--- src/rtl/branch_predictor.sv ---
// -----------------------------------------------------------------------------
// branch_predictor
//
// Dynamic branch predictor and IF/DEC flush sequencer.
//   * Fetch side: a table of 2^INDEX_BITS 2-bit saturating counters is looked up
//     combinationally with IF_PC; `prediction` is the counter MSB.
//   * EX side: resolved conditional branches train the table, a resolution that
//     disagrees with the prediction carried down the pipe raises `mispredict`,
//     and `flush` is held for FLUSH_CYCLES non-stalled cycles.
//
// Parameters:
//   DBITS        PC / datapath width
//   INDEX_BITS   log2 of the number of table entries
//   FLUSH_CYCLES cycles `flush` stays high per mispredict (1..8)
//
// Ports:
//   clk              rising-edge clock
//   reset            asynchronous active-low reset
//   stall            freezes table, FSM, flush counter and statistics
//   IF_PC            fetch address used for the lookup
//   prediction       predicted-taken for IF_PC (combinational)
//   EX_valid         EX stage holds a real instruction
//   EX_isBranch      EX instruction is a conditional branch
//   EX_PC            PC+4 of the EX instruction
//   EX_taken         resolved branch outcome
//   EX_prediction    prediction that travelled with the branch
//   mispredict       EX branch resolved opposite to its prediction
//   flush            clear IF and DEC pipeline registers
//   branch_count     resolved branches (saturating statistic)
//   mispredict_count mispredictions (saturating statistic)
//
// Configuration macro:
//   BP_STATS_EN  when defined, builds the two saturating statistics counters;
//                otherwise both statistics outputs are tied to zero.
// -----------------------------------------------------------------------------
module branch_predictor #(
    parameter int DBITS        = 32,
    parameter int INDEX_BITS   = 4,
    parameter int FLUSH_CYCLES = 2
) (
    input  logic             clk,
    input  logic             reset,
    input  logic             stall,
    input  logic [DBITS-1:0] IF_PC,
    output logic             prediction,
    input  logic             EX_valid,
    input  logic             EX_isBranch,
    input  logic [DBITS-1:0] EX_PC,
    input  logic             EX_taken,
    input  logic             EX_prediction,
    output logic             mispredict,
    output logic             flush,
    output logic [15:0]      branch_count,
    output logic [15:0]      mispredict_count
);

    localparam int         ENTRIES  = 1 << INDEX_BITS;
    localparam logic [3:0] CNT_INIT = 4'(FLUSH_CYCLES - 1);

    typedef enum logic {
        IDLE  = 1'b0,
        FLUSH = 1'b1
    } state_t;

    state_t                state_q, state_d;
    logic [3:0]            cnt_q, cnt_d;
    logic [1:0]            table_q [ENTRIES];
    logic [INDEX_BITS-1:0] rd_idx;
    logic [INDEX_BITS-1:0] wr_idx;
    logic [DBITS-1:0]      ex_pc_m4;
    logic                  upd;

    function automatic logic [1:0] ctr_step(input logic [1:0] c, input logic taken);
        if (taken) begin
            return (c == 2'b11) ? c : c + 2'd1;
        end
        return (c == 2'b00) ? c : c - 2'd1;
    endfunction

    // Lookup reads the registered table, so a same-cycle update to the same
    // entry is seen only on the following cycle (no bypass).
    assign rd_idx     = IF_PC[INDEX_BITS+1:2];
    assign prediction = table_q[rd_idx][1];

    // EX_PC is PC+4; recover the branch's own address before indexing.
    assign ex_pc_m4 = EX_PC - DBITS'(4);
    assign wr_idx   = ex_pc_m4[INDEX_BITS+1:2];

    // While flushing, whatever sits in EX is a bubble and must not train.
    assign upd        = EX_valid & EX_isBranch & ~stall & (state_q == IDLE);
    assign mispredict = upd & (EX_taken != EX_prediction);
    assign flush      = (state_q == FLUSH) | mispredict;

    // Only PC word-index bits address the table.
    logic unused_pc_bits;
    assign unused_pc_bits = ^{IF_PC[DBITS-1:INDEX_BITS+2], IF_PC[1:0],
                              ex_pc_m4[DBITS-1:INDEX_BITS+2], ex_pc_m4[1:0]};

    // The mispredict cycle itself is the first flush cycle, so the counter is
    // loaded with FLUSH_CYCLES-1 and FLUSH is skipped entirely when that is 0.
    always_comb begin
        state_d = state_q;
        cnt_d   = cnt_q;
        case (state_q)
            IDLE: begin
                if (mispredict) begin
                    cnt_d   = CNT_INIT;
                    state_d = (CNT_INIT != 4'd0) ? FLUSH : IDLE;
                end
            end
            FLUSH: begin
                if (!stall) begin
                    cnt_d = cnt_q - 4'd1;
                    if (cnt_q == 4'd1) begin
                        state_d = IDLE;
                    end
                end
            end
            default: begin
                state_d = IDLE;
                cnt_d   = 4'd0;
            end
        endcase
    end

    always_ff @(posedge clk or negedge reset) begin
        if (!reset) begin
            state_q <= IDLE;
            cnt_q   <= 4'd0;
        end else begin
            state_q <= state_d;
            cnt_q   <= cnt_d;
        end
    end

    always_ff @(posedge clk or negedge reset) begin
        if (!reset) begin
            for (int i = 0; i < ENTRIES; i++) begin
                table_q[i] <= 2'b01;
            end
        end else if (upd) begin
            table_q[wr_idx] <= ctr_step(table_q[wr_idx], EX_taken);
        end
    end

`ifdef BP_STATS_EN
    logic [15:0] branch_cnt_q;
    logic [15:0] misp_cnt_q;

    function automatic logic [15:0] sat_inc16(input logic [15:0] v);
        return (v == 16'hFFFF) ? v : v + 16'd1;
    endfunction

    // upd and mispredict already exclude stalled cycles.
    always_ff @(posedge clk or negedge reset) begin
        if (!reset) begin
            branch_cnt_q <= 16'h0000;
            misp_cnt_q   <= 16'h0000;
        end else begin
            if (upd) begin
                branch_cnt_q <= sat_inc16(branch_cnt_q);
            end
            if (mispredict) begin
                misp_cnt_q <= sat_inc16(misp_cnt_q);
            end
        end
    end

    assign branch_count     = branch_cnt_q;
    assign mispredict_count = misp_cnt_q;
`else
    assign branch_count     = 16'h0000;
    assign mispredict_count = 16'h0000;
`endif

endmodule

--- config.mk ---
export PLATFORM = sky130hd
export DESIGN_NAME = branch_predictor
export DESIGN_NICKNAME = d
export VERILOG_FILES = /design/src/rtl/branch_predictor.sv
export SDC_FILE = /design/constraint.sdc
export NUM_CORES = 1
export LEC_CHECK = 0
export BUFFER_PORTS_ARGS = -buffer_cell sky130_fd_sc_hd__clkbuf_2
export CAP_MARGIN = 5
export CELL_PAD_IN_SITES_DETAIL_PLACEMENT = 1
export CELL_PAD_IN_SITES_GLOBAL_PLACEMENT = 1
export CORE_ASPECT_RATIO = 0.6
export CORE_MARGIN = 2
export CORE_UTILIZATION = 39
export CTS_CLUSTER_DIAMETER = 150
export DETAILED_ROUTE_END_ITERATION = 6
export GPL_TIMING_DRIVEN = 0
export PLACE_DENSITY = 0.95
export SETUP_SLACK_MARGIN = 0.1
export SYNTH_ARGS = -nofsm -noshare
export SYNTH_HDL_FRONTEND = slang
export SYNTH_SLANG_ARGS = --single-unit
export TNS_END_PERCENT = 50
--- constraint.sdc ---
create_clock -name clk -period 4.5 [get_ports clk]
set_clock_uncertainty 0.1 [all_clocks]
set_input_delay 0.225 -clock clk [delete_from_list [all_inputs] [get_ports clk]]
set_output_delay 0.225 -clock clk [all_outputs]
set_load 0.01 [all_outputs]
==> metrics.md, run 1 <==
| Metric | Value |
|---|---|
| Synth Register Bits | 37 |
| Main synth FF type | dfrtp_1 |
| DRT Pass-1 Iters | 4 |
| Slew headroom | 38.5% |
| DR vias | 1620 |
| Via-to-Cell Ratio | 4.88 |
| Initial antenna violation count | 0 |
| Number of global-route vias before repair | 1681 |
| Fin crit period | 3.19 ns |
| WS Path Type | input port to flop |
| Diodes inserted | 0 |
| Worst reg2reg setup slack | 2.09 ns |
| CP required | 4.59 ns |
| CP Max Fanout | 10 |
| Post-DP HPWL | 4220 um |
| CTS tree | built |
| Cell count after synthesis | 196 |
| Post-route ant nets | 0 |
| Worst-Skew Late Latency | 0.30 ns |
| GP Congestion | 0.846 |
| CP arrival | 3.28 ns |
| CP endpoint | table_q[31] |
| I/O Buffers | 16 |
| WL/cell | 16.1 um |
| YS warnings | 0 |
| Global-route wire length before repair | 8680 um |
| Reg2reg end | table_q[31] |
| Synth unique cells | 36 |
| Pin count of the biggest net entering global routing | 38 |
| RSZ-0062 raised after global routing | false |
| Initial drt markers | 90 |
| Worst hold slack | 0.0786 ns |
| Clk pwr share | 25.5% |
| Average cell area after synthesis | 12.1 um2 |
| Io pins | 106 |
| Clk slew on worst S/H paths | 0.07 ns |
| Starting Density | 41.5% |
| Htree depth | 2 |
| Max Clock Freq | 314 MHz |
| Logic pwr share | 25.9% |
| Pwr per Cell Area | 326 nW/um2 |
| Asr flop ratio synth | 100% |
| Post-route DRC | 0 |
| Max-cap violations | 0 |
| Nets | 329 |
| Layout area overhead | 16.5% |
| FF-to-FF path depth | 7 |
| Post-Syn Area | 2380 um2 |
| Final Routed Wirelength | 5360 um |
| Leakage Power | 1.31 nW |
| Flop pwr share | 48.6% |
| DIE WIDTH | 105 um |
| Gr ovfl total | 0 |
| Worst Tran Pin Value | 0.922 ns |
| Deepest clock path buffer count | 2 |
| Pint | 622 uW |
| VDD IR max | 146 uV |
| Sequential area share after synthesis | 39.8% |
| Die ar. | 6760 um2 |
| Multi-input gate area | 1230 um2 |
| Worst min path class | input port to flop |
| Critical path launch point type | input port |
| Final setup vio count | 0 |
| Sw frac | 31.1% |
| Period utilization | 70.9% |
| Rows | 21 |
| Most frequent cells in the layout | 32 x mux2_2, 32 x buf_4, 32 x conb_1, 21 x dfrtp_1, 17 x nor2_1 |
| EDFF count, synth | 0 |
| Sequential cell area | 946 um2 |
| CTS Buf Count | 5 |
| Layout cell share with drive strength beyond 1 | 52.0% |
| Fillers | 647 |
| Outcome | finished clean |
| NetSw | 281 uW |
| Overall Global Routing Usage | 17.1% |
| Die height | 64.5 um |
| Worst Setup End Kind | flop |
| Slew Limit Fails | 0 |
| RR Startpoint | table_q[31] |
| Core ar. | 5730 um2 |
| Root buf cell | clkbuf_8 |
| Sum Neg Setup Slack | 0 ns |
| Final hold violations | 0 |
| CTS sink cnt | 37 |
| Critical path origin | EX_PC[2] |
-- routing by layer --
metal / vias to the layer above / part of all wire [%] / GRT usage [%]
met5: - / 0 / 0
met4: 0 / 1.7 / 5.83
met3: 9 / 6.3 / 4.53
met2: 46 / 49 / 27.4
met1: 825 / 43 / 22.6
li1: 740 / - / -
-- stage by stage --
stage	total power, mW	cell area [um2]	setup WS (ns)	instances	utilization, %
CTS	0.912	2770	1.33	332	48.4
finish	0.903	2770	1.31	332	48.4
floorplan	0.607	2490	1.65	227	-
global placement	0.659	2680	1.12	323	46.7
detailed placement	0.677	2680	1.01	323	46.7
global route	0.957	2770	1.17	332	48.4
-- worst max-delay path, stage by stage --
cell	delay [ns]
clkbuf_2	0.12
buf_2	0.32
inv_1	0.15
ha_1	0.32
buf_1	0.43
mux4_2	0.41
inv_2	0.06
o22ai_1	0.07
a221o_1	0.32
maj3_2	0.39
buf_6	0.17
mux2_2	0.26
-- final cells by class --
cell class,instances,share of cell area (%)
Buffer,39,10.2
Clock buffer,5,2.48
Clock inverter,3,0.632
Inverter,10,1.35
Multi-Input combinational cell,141,44.3
Sequential cell,37,34.1
Tap cell,80,3.61
Timing Repair Buffer,17,3.25
-- worst min-delay path by stage --
stage / start / depth (start not counted) / slack [ns] / to
after floorplan: reset / 0 / -0.17 / cnt_q[0]
after global placement: reset / 1 / 0.28 / table_q[15]
after detailed placement: reset / 1 / 0.31 / table_q[9]
after CTS: stall / 2 / 0.08 / cnt_q[0]
after global routing: stall / 2 / 0.09 / cnt_q[0]
final: stall / 2 / 0.08 / cnt_q[0]
-- flip-flops by register name (all words and copies together) (netlist names) --
register and cells:
table_q 32, cnt_q 4, state_q 1
-- cells by family (layout without fill, tap and decap cells) --
family,Yosys count,count (layout),share of synthesized area (%)
buffers and inverters,49,74,13.5
muxes,45,45,27.5
and+or+nand+nor,38,38,8.00
DFF,37,37,39.8
AOI/OAI and AO/OA,14,14,5.42
adders and majority gates,9,9,4.63
xor gates and xnor gates,3,3,1.10
other,1,32,0.158
-- timing repair --
action | CTS | global route
buffers inserted | 0 | 0
hold endpoints to repair | 21 | 0
gates resized for setup | 0 | 0
hold buffers | 1 | 0
-- power groups by stage --
stage                     clock network (mW)  registers (mW)  logic [mW]
after detailed placement                   0           0.444       0.234
after CTS                              0.239           0.439       0.234
final                                  0.230           0.439       0.234
after global routing                   0.254           0.446       0.258
after global placement                     0           0.440       0.220
after floorplan                            0           0.431       0.176
-- synth_stat cells (2+ instances only) --
master / count / area share (%)
dfrtp_1: 21 / 22
xor2_1: 2 / 0.74
and2_1: 2 / 0.53
buf_4: 32 / 10
nor2_1: 17 / 2.7
inv_2: 4 / 0.63
nor2b_1: 3 / 0.79
nand3_1: 5 / 1.1
a32oi_2: 2 / 1.4
mux4_2: 13 / 12
a221o_1: 2 / 0.84
buf_6: 2 / 0.95
o22ai_1: 3 / 0.79
dfstp_2: 16 / 18
mux2_2: 32 / 15
o31ai_1: 2 / 0.63
nand2_1: 5 / 0.79
ha_1: 7 / 3.7
maj3_2: 2 / 0.95
clkbuf_1: 3 / 0.47
inv_1: 6 / 0.95
Power figures use the tool's default switching activity.
==> run 2: changes to the inputs <==
ABC_AREA = 1   (was unset)
CORE_UTILIZATION = 30   (was 39)
PLACE_DENSITY = 0.88   (was 0.95)
clock period = 2.7 ns   (was 4.5 ns; I/O delays follow)
==> metrics.md, run 2 <==
| Metric | Value |
|---|---|
| DRT Pass-1 Iters | 4 (unchanged) |
| Post-DP HPWL | 6240 um (+48%) |
| Commonest non-fill, non-tap cell in the layout | nand2_1 |
| Critical path launch point type | input port |
| Post-route ant nets | 0 (unchanged) |
| Fillers | 1123 (+74%) |
| Die height | 77.2 um (+20%) |
| Deepest clock path buffer count | 2 (unchanged) |
| Initial drt markers | 148 (+64%) |
| Fin worst setup slack | 0.368 ns (-0.943 ns) |
| Worst Setup End Kind | flop |
| Io pins | 106 (unchanged) |
| CTS Buf Count | 5 (unchanged) |
| WS Path Type | input port to flop |
| CP Buf/Inv Count | 7 (+1) |
| Leakage Power | 1.67 nW (+27%) |
| Delay-heaviest family, CP | buffers and inverters |
| VDD IR max | 300 uV (+110%) |
| Diodes inserted | 0 (unchanged) |
| Util after Layout | 36.9% (-11 points) |
| Post-synthesis compound-gate area fraction | 6.55% (+1.1 points) |
| EDFF count, synth | 0 (unchanged) |
| Sequential area share after synthesis | 35.3% (-4.4 points) |
| Leading post-synthesis cells by cell area | dfrtp_1 20%, nand2_1 16%, dfstp_2 16% |
| DIE WIDTH | 126 um (+20%) |
| Final Routed Wirelength | 7900 um (+47%) |
| Synth area leader | dfrtp_1 |
| Pwr per Cell Area | 644 nW/um2 (+98%) |
| Critical path's slowest cell | ha_1 |
| Synth unique cells | 31 (-14%) |
| YS warnings | 0 (unchanged) |
| Post-CTS Resized | 0 (unchanged) |
| WL/cell | 14.5 um (-10%) |
| Average cell area after synthesis | 7.10 um2 (-42%) |
| Post-route DRC | 0 (unchanged) |
| Root buf cell | clkbuf_16 |
| Die ar. | 9720 um2 (+44%) |
| Clk slew on worst S/H paths | 0.06 ns (about the same) |
| CP required | 2.83 ns (-1.76 ns) |
| Overall Global Routing Usage | 17.2% (+0.18 points) |
| Most frequent cells in the layout | 117 x nand2_1, 44 x inv_1, 41 x nor2_1, 32 x buf_4, 32 x conb_1 |
| Htree depth | 2 (unchanged) |
| GP Congestion | 0.874 (+3.3%) |
| Post-Syn Area | 2680 um2 (+13%) |
| Worst-Skew Late Latency | 0.30 ns (about the same) |
| Synth Register Bits | 37 (unchanged) |
| CTS tree | built |
| Setup repair bufs after CTS | 0 (unchanged) |
| Pre-CTS setup slack | 0.116 ns (-0.896 ns) |
| Count leader, synth | nand2_1 |
| RSZ-0062 raised after global routing | false |
| Worst min path class | input port to flop |
| Top reg by flops | table_q |
| Outcome | finished clean |
| Slew Limit Fails | 0 (unchanged) |
| I/O Buffers | 16 (unchanged) |
| Hold_buf cts | 1 (unchanged) |
| Number of global-route vias before repair | 2564 (+53%) |
| Max-cap violations | 0 (unchanged) |
| Cell count after synthesis | 377 (+92%) |
| Via-to-Cell Ratio | 4.48 (-8.3%) |
| Period utilization | 86.4% |
| CTS sink cnt | 37 (unchanged) |
| Number of flip-flops under the largest register name | 32 (unchanged) |
| Slew headroom | 33.3% (-5.3 points) |
| Rows | 26 (+24%) |
| Biggest regs | table_q (32), cnt_q (4), state_q (1) |
| Pin count of the biggest net entering global routing | 38 (unchanged) |
| Max Clock Freq | 429 MHz |
| Layout area overhead | 18.4% |
| Core ar. | 8590 um2 (+50%) |
| Initial antenna violation count | 0 (unchanged) |
| Mux contribution to synthesized area | 0% (-27 points) |
| Main synth FF type | dfrtp_1 |
| Xor/xnor cell area share of the yosys netlist | 2.15% (+1.0 points) |
| Largest family of logic cells by synthesized area | simple AND/OR/NAND/NOR gates |
| CP arrival | 2.46 ns (-0.82 ns) |
| Critical Path Max Stage Delay | 0.28 ns (-0.15 ns) |
| CP Max Fanout | 12 (+2) |
| Final hold violations | 0 (unchanged) |
| Asr flop ratio synth | 100% (unchanged) |
| Global-route wire length before repair | 13000 um (+50%) |
| Share of the synthesized area in the top cell type | 19.6% (-2.5 points) |
| Final setup vio count | 0 (unchanged) |
| Sum Neg Setup Slack | 0 ns (unchanged) |
| Layout cell share with drive strength beyond 1 | 24.5% (-28 points) |
| DR vias | 2439 (+51%) |
| Post-synthesis adder-cell area fraction | 3.27% (-1.4 points) |
| Post-synth top cells | 117 x nand2_1, 44 x inv_1, 41 x nor2_1 |
| Starting Density | 31.2% (-10 points) |
| Gr ovfl total | 0 (unchanged) |
| Nets | 510 (+55%) |
| Critical-path cell list | clkbuf_2 -> buf_6 -> inv_6 -> buf_6 -> ha_1 -> buf_2 -> inv_2 -> nor2_1 -> o21ai_1 -> nand2_1 -> nand2_1 -> nand3_1 -> nand2_2 -> nand2_2 -> buf_6 -> nand3_1 -> nand2_1 |
| Worst Tran Pin Value | 1.00 ns (+0.0789 ns) |
| Fin crit period | 2.33 ns |
| Synth Area in Simple Gates | 33.7% (+26 points) |
[run 2: cell count changes in the layout (fill, tap and decap cells not counted), moves of 5 or more]
cell and change:
mux2_2 -32, clkbuf_8 -5, mux4_2 -13, nand3_1 +20, o21ai_1 +9, a21oi_1 +9, nor2_1 +24, clkbuf_16 +5
o21ai_0 +7, nand2_2 +14, inv_1 +38, nand2_1 +112
[run 2: worst register-to-register path, stage by stage, from the launching register on]
cell and delay (ns):
dfrtp_1 0.40, nor3_1 0.48, nand2_1 0.32, nor2_1 0.34
inv_1 0.10, nand2_1 0.07, nand2_1 0.05
[run 2: area by class of cell]
cell class / instances / area [um2] / area share, %
multi-input cells: 283 / 1340 / 42.4
flip-flops and latches: 37 / 946 / 29.8
plain buffers: 41 / 323 / 10.2
inverters: 47 / 181 / 5.72
well taps: 112 / 140 / 4.42
clock buffers: 5 / 125 / 3.95
repair buffers: 17 / 90.1 / 2.84
clock inverters: 3 / 21.3 / 0.671
[run 2: logic make-up after synthesis]
kind of cell / after synthesis
fa+ha+maj: 7
flops: 37
compound gates: 32
xor+xnor: 4
buf+inv: 88
other cells: 1
simple gates: 208
[run 2: routing by layer]
metal | global-route usage (%) | share of wire, %
met3 | 4.54 | 6.8
met2 | 25.4 | 43
met1 | 24.2 | 49
met4 | 6.37 | 1.6
met5 | 0 | 0
[run 2: final timing paths]
kind	start	to	slack, ns	cells after the start
max reg2reg	state_q	table_q[7]	0.74	6
min reg2reg	table_q[16]	table_q[16]	0.37	2
min in group asynchronous	reset	table_q[11]	0.43	2
max	EX_PC[2]	table_q[21]	0.37	17
min	stall	state_q	0.006	3
max in group asynchronous	reset	table_q[3]	1.44	2
[run 2: metrics by stage]
stage,area (um2),cells,hold slack [ns],total power [mW]
global placement,3010,536,0.229,1.39
floorplan,2790,408,-0.261,1.23
CTS,3170,545,0.00507,2.05
global route,3170,545,0.0324,2.16
detailed placement,3010,536,0.244,1.44
finish,3170,545,0.00650,2.04
[run 2: power breakdown]
group	internal (mW)	switching, mW
sequential	0.725	0.103
clock	0.344	0.257
combinational	0.227	0.384
==> run 3: changes to the inputs <==
GPL_TIMING_DRIVEN = 1   (was 0)
==> metrics.md, run 3 (synthesis gave the netlist of run 2 again) <==
| Metric | Value |
|---|---|
| Outcome | finished clean |
| Global-route wire length before repair | 12500 um (-3.7%) |
| CTS sink cnt | 37 (unchanged) |
| CP required | 2.84 ns (about the same) |
| CTS tree | built |
| Most used cell, CP | nand2_1 |
| Nets | 472 (-7.5%) |
| # placed instances | 498 (-7.1%) |
| Slew headroom | 35.1% (+1.8 points) |
| Starting Density | 31.2% (unchanged) |
| Critical-path cell list | clkbuf_2 -> inv_6 -> ha_1 -> inv_2 -> nand3_1 -> nand2_1 -> nand2_1 -> nand3_2 -> nand2_2 -> nand2_4 -> nand2_4 -> nand2_4 -> nand2_1 -> nand2_1 |
| Core ar. | 8590 um2 (unchanged) |
| Top reg by flops | table_q |
| VDD IR max | 261 uV (-13%) |
| Most frequent cells in the layout | 117 x nand2_1, 44 x inv_1, 41 x nor2_1, 32 x conb_1, 25 x nand3_1 |
| Gr ovfl total | 0 (unchanged) |
| Critical path's slowest cell | ha_1 |
| Slew Limit Fails | 0 (unchanged) |
| Cell Count, Final, Fillers Out | 507 (-7.0%) |
| DR vias | 2296 (-5.9%) |
| CP Max Fanout | 19 (+7) |
| GP Congestion | 0.920 (+5.3%) |
| Leakage Power | 1.48 nW (-12%) |
| Number of global-route vias before repair | 2397 (-6.5%) |
| DIE WIDTH | 126 um (unchanged) |
| Fin crit period | 2.08 ns (-0.250 ns) |
| Worst Tran Pin Value | 0.973 ns (-0.0277 ns) |
| Layout cell share with drive strength beyond 1 | 17.5% (-7.0 points) |
| Layout area overhead | 7.90% |
| Pwr Total | 2.04 mW (+0.20%) |
| Final Routed Wirelength | 7740 um (-2.0%) |
| Worst-Skew Late Latency | 0.29 ns (about the same) |
| Post-CTS Resized | 0 (unchanged) |
| Final setup vio count | 0 (unchanged) |
| I/O Buffers | 17 (+1) |
| Clk slew on worst S/H paths | 0.06 ns (about the same) |
| Post-DP HPWL | 5830 um (-6.5%) |
| Root buf cell | clkbuf_16 |
| Overall Global Routing Usage | 16.7% (-0.60 points) |
| Pwr per Cell Area | 708 nW/um2 (+10%) |
| Die ar. | 9720 um2 (unchanged) |
| Worst Setup End Kind | flop |
| Rows | 26 (unchanged) |
| Post-route ant nets | 0 (unchanged) |
| Via-to-Cell Ratio | 4.53 (+1.2%) |
| WS Path Type | input port to flop |
| Max-cap violations | 0 (unchanged) |
| Final hold violations | 0 (unchanged) |
| Number of flip-flops under the largest register name | 32 (unchanged) |
| Util after Layout | 33.6% (-3.3 points) |
| Fillers | 1112 (-0.98%) |
| Post-route DRC | 0 (unchanged) |
| Delay-heaviest family, CP | simple AND/OR/NAND/NOR gates |
| Critical Path Max Stage Delay | 0.44 ns (+0.16 ns) |
| DRT Pass-1 Iters | 4 (unchanged) |
| Sum Neg Setup Slack | 0 ns (unchanged) |
| Max Clock Freq | 480 MHz (+12%) |
| Pin count of the biggest net entering global routing | 38 (unchanged) |
| Htree depth | 2 (unchanged) |
| CTS Buf Count | 5 (unchanged) |
| Die height | 77.2 um (unchanged) |
| Diodes inserted | 0 (unchanged) |
| Io pins | 106 (unchanged) |
| Worst min path class | input port to flop |
| Initial antenna violation count | 0 (unchanged) |
| Deepest clock path buffer count | 2 (unchanged) |
| WL/cell | 15.3 um (+5.4%) |
| Commonest non-fill, non-tap cell in the layout | nand2_1 |
| CP Buf/Inv Count | 3 (-4) |
| Critical path launch point type | input port |
| Biggest regs | table_q (32), cnt_q (4), state_q (1) |
| RSZ-0062 raised after global routing | false |
| CP arrival | 2.22 ns (-0.24 ns) |
| Initial drt markers | 147 (-0.68%) |
| Period utilization | 77.1% (-9.3 points) |
-- run 3: path summary, 6_finish.rpt --
check	cells after the start	start	slack, ns	to
worst max-delay path	14	EX_PC[2]	0.62	table_q[30]
max in group asynchronous	2	reset	1.46	table_q[25]
worst min-delay path	3	stall	0.01	state_q
worst min register to register	2	table_q[26]	0.37	table_q[26]
worst max register to register	6	state_q	0.70	table_q[9]
min in group asynchronous	2	reset	0.44	table_q[17]
-- run 3: tightest hold or removal path: stages --
cell	delay (ns)
clkbuf_2	0.11
o31ai_1	0.08
nand2_1	0.05
-- run 3: report_power, final --
group	switching, mW	internal (mW)	leakage, nW
Sequential	0.0940	0.726	0.445
Clock	0.238	0.438	0.0810
Combinational	0.372	0.177	0.949
-- run 3: area by class of cell --
cell class              count  area, um2  area share [%]
flip-flops and latches     37        946            32.8
repair buffers             20        110            3.81
multi-input cells         283       1340            46.5
inverters                  47        181            6.28
clock buffers               6        129            4.46
clock inverters             2       38.8            1.34
well taps                 112        140            4.85
-- run 3: timing repair --
item | in CTS | in global routing
hold buffers | 1 | 0
hold endpoints to repair | 21 | 0
buffers inserted | 0 | 0
-- run 3: per-stage QoR --
step	instance area, um2	setup WS (ns)	hold slack [ns]
2_1_floorplan	2790	0.785	-0.261
3_3_place_gp	2710	0.442	0.224
3_5_place_dp	2710	0.344	0.243
4_1_cts	2890	0.634	0.00889
5_1_grt	2890	0.480	0.0201
6_report	2890	0.618	0.0113
-- run 3: per-layer routing --
metal	GRT usage (%)	part of all wire (%)	routed length (um)	vias up
met5	0	0	0	-
met4	3.30	0.65	50	0
met3	4.88	7.9	613	5
met2	25.1	43	3360	60
met1	23.7	48	3720	1108
li1	-	-	-	1123
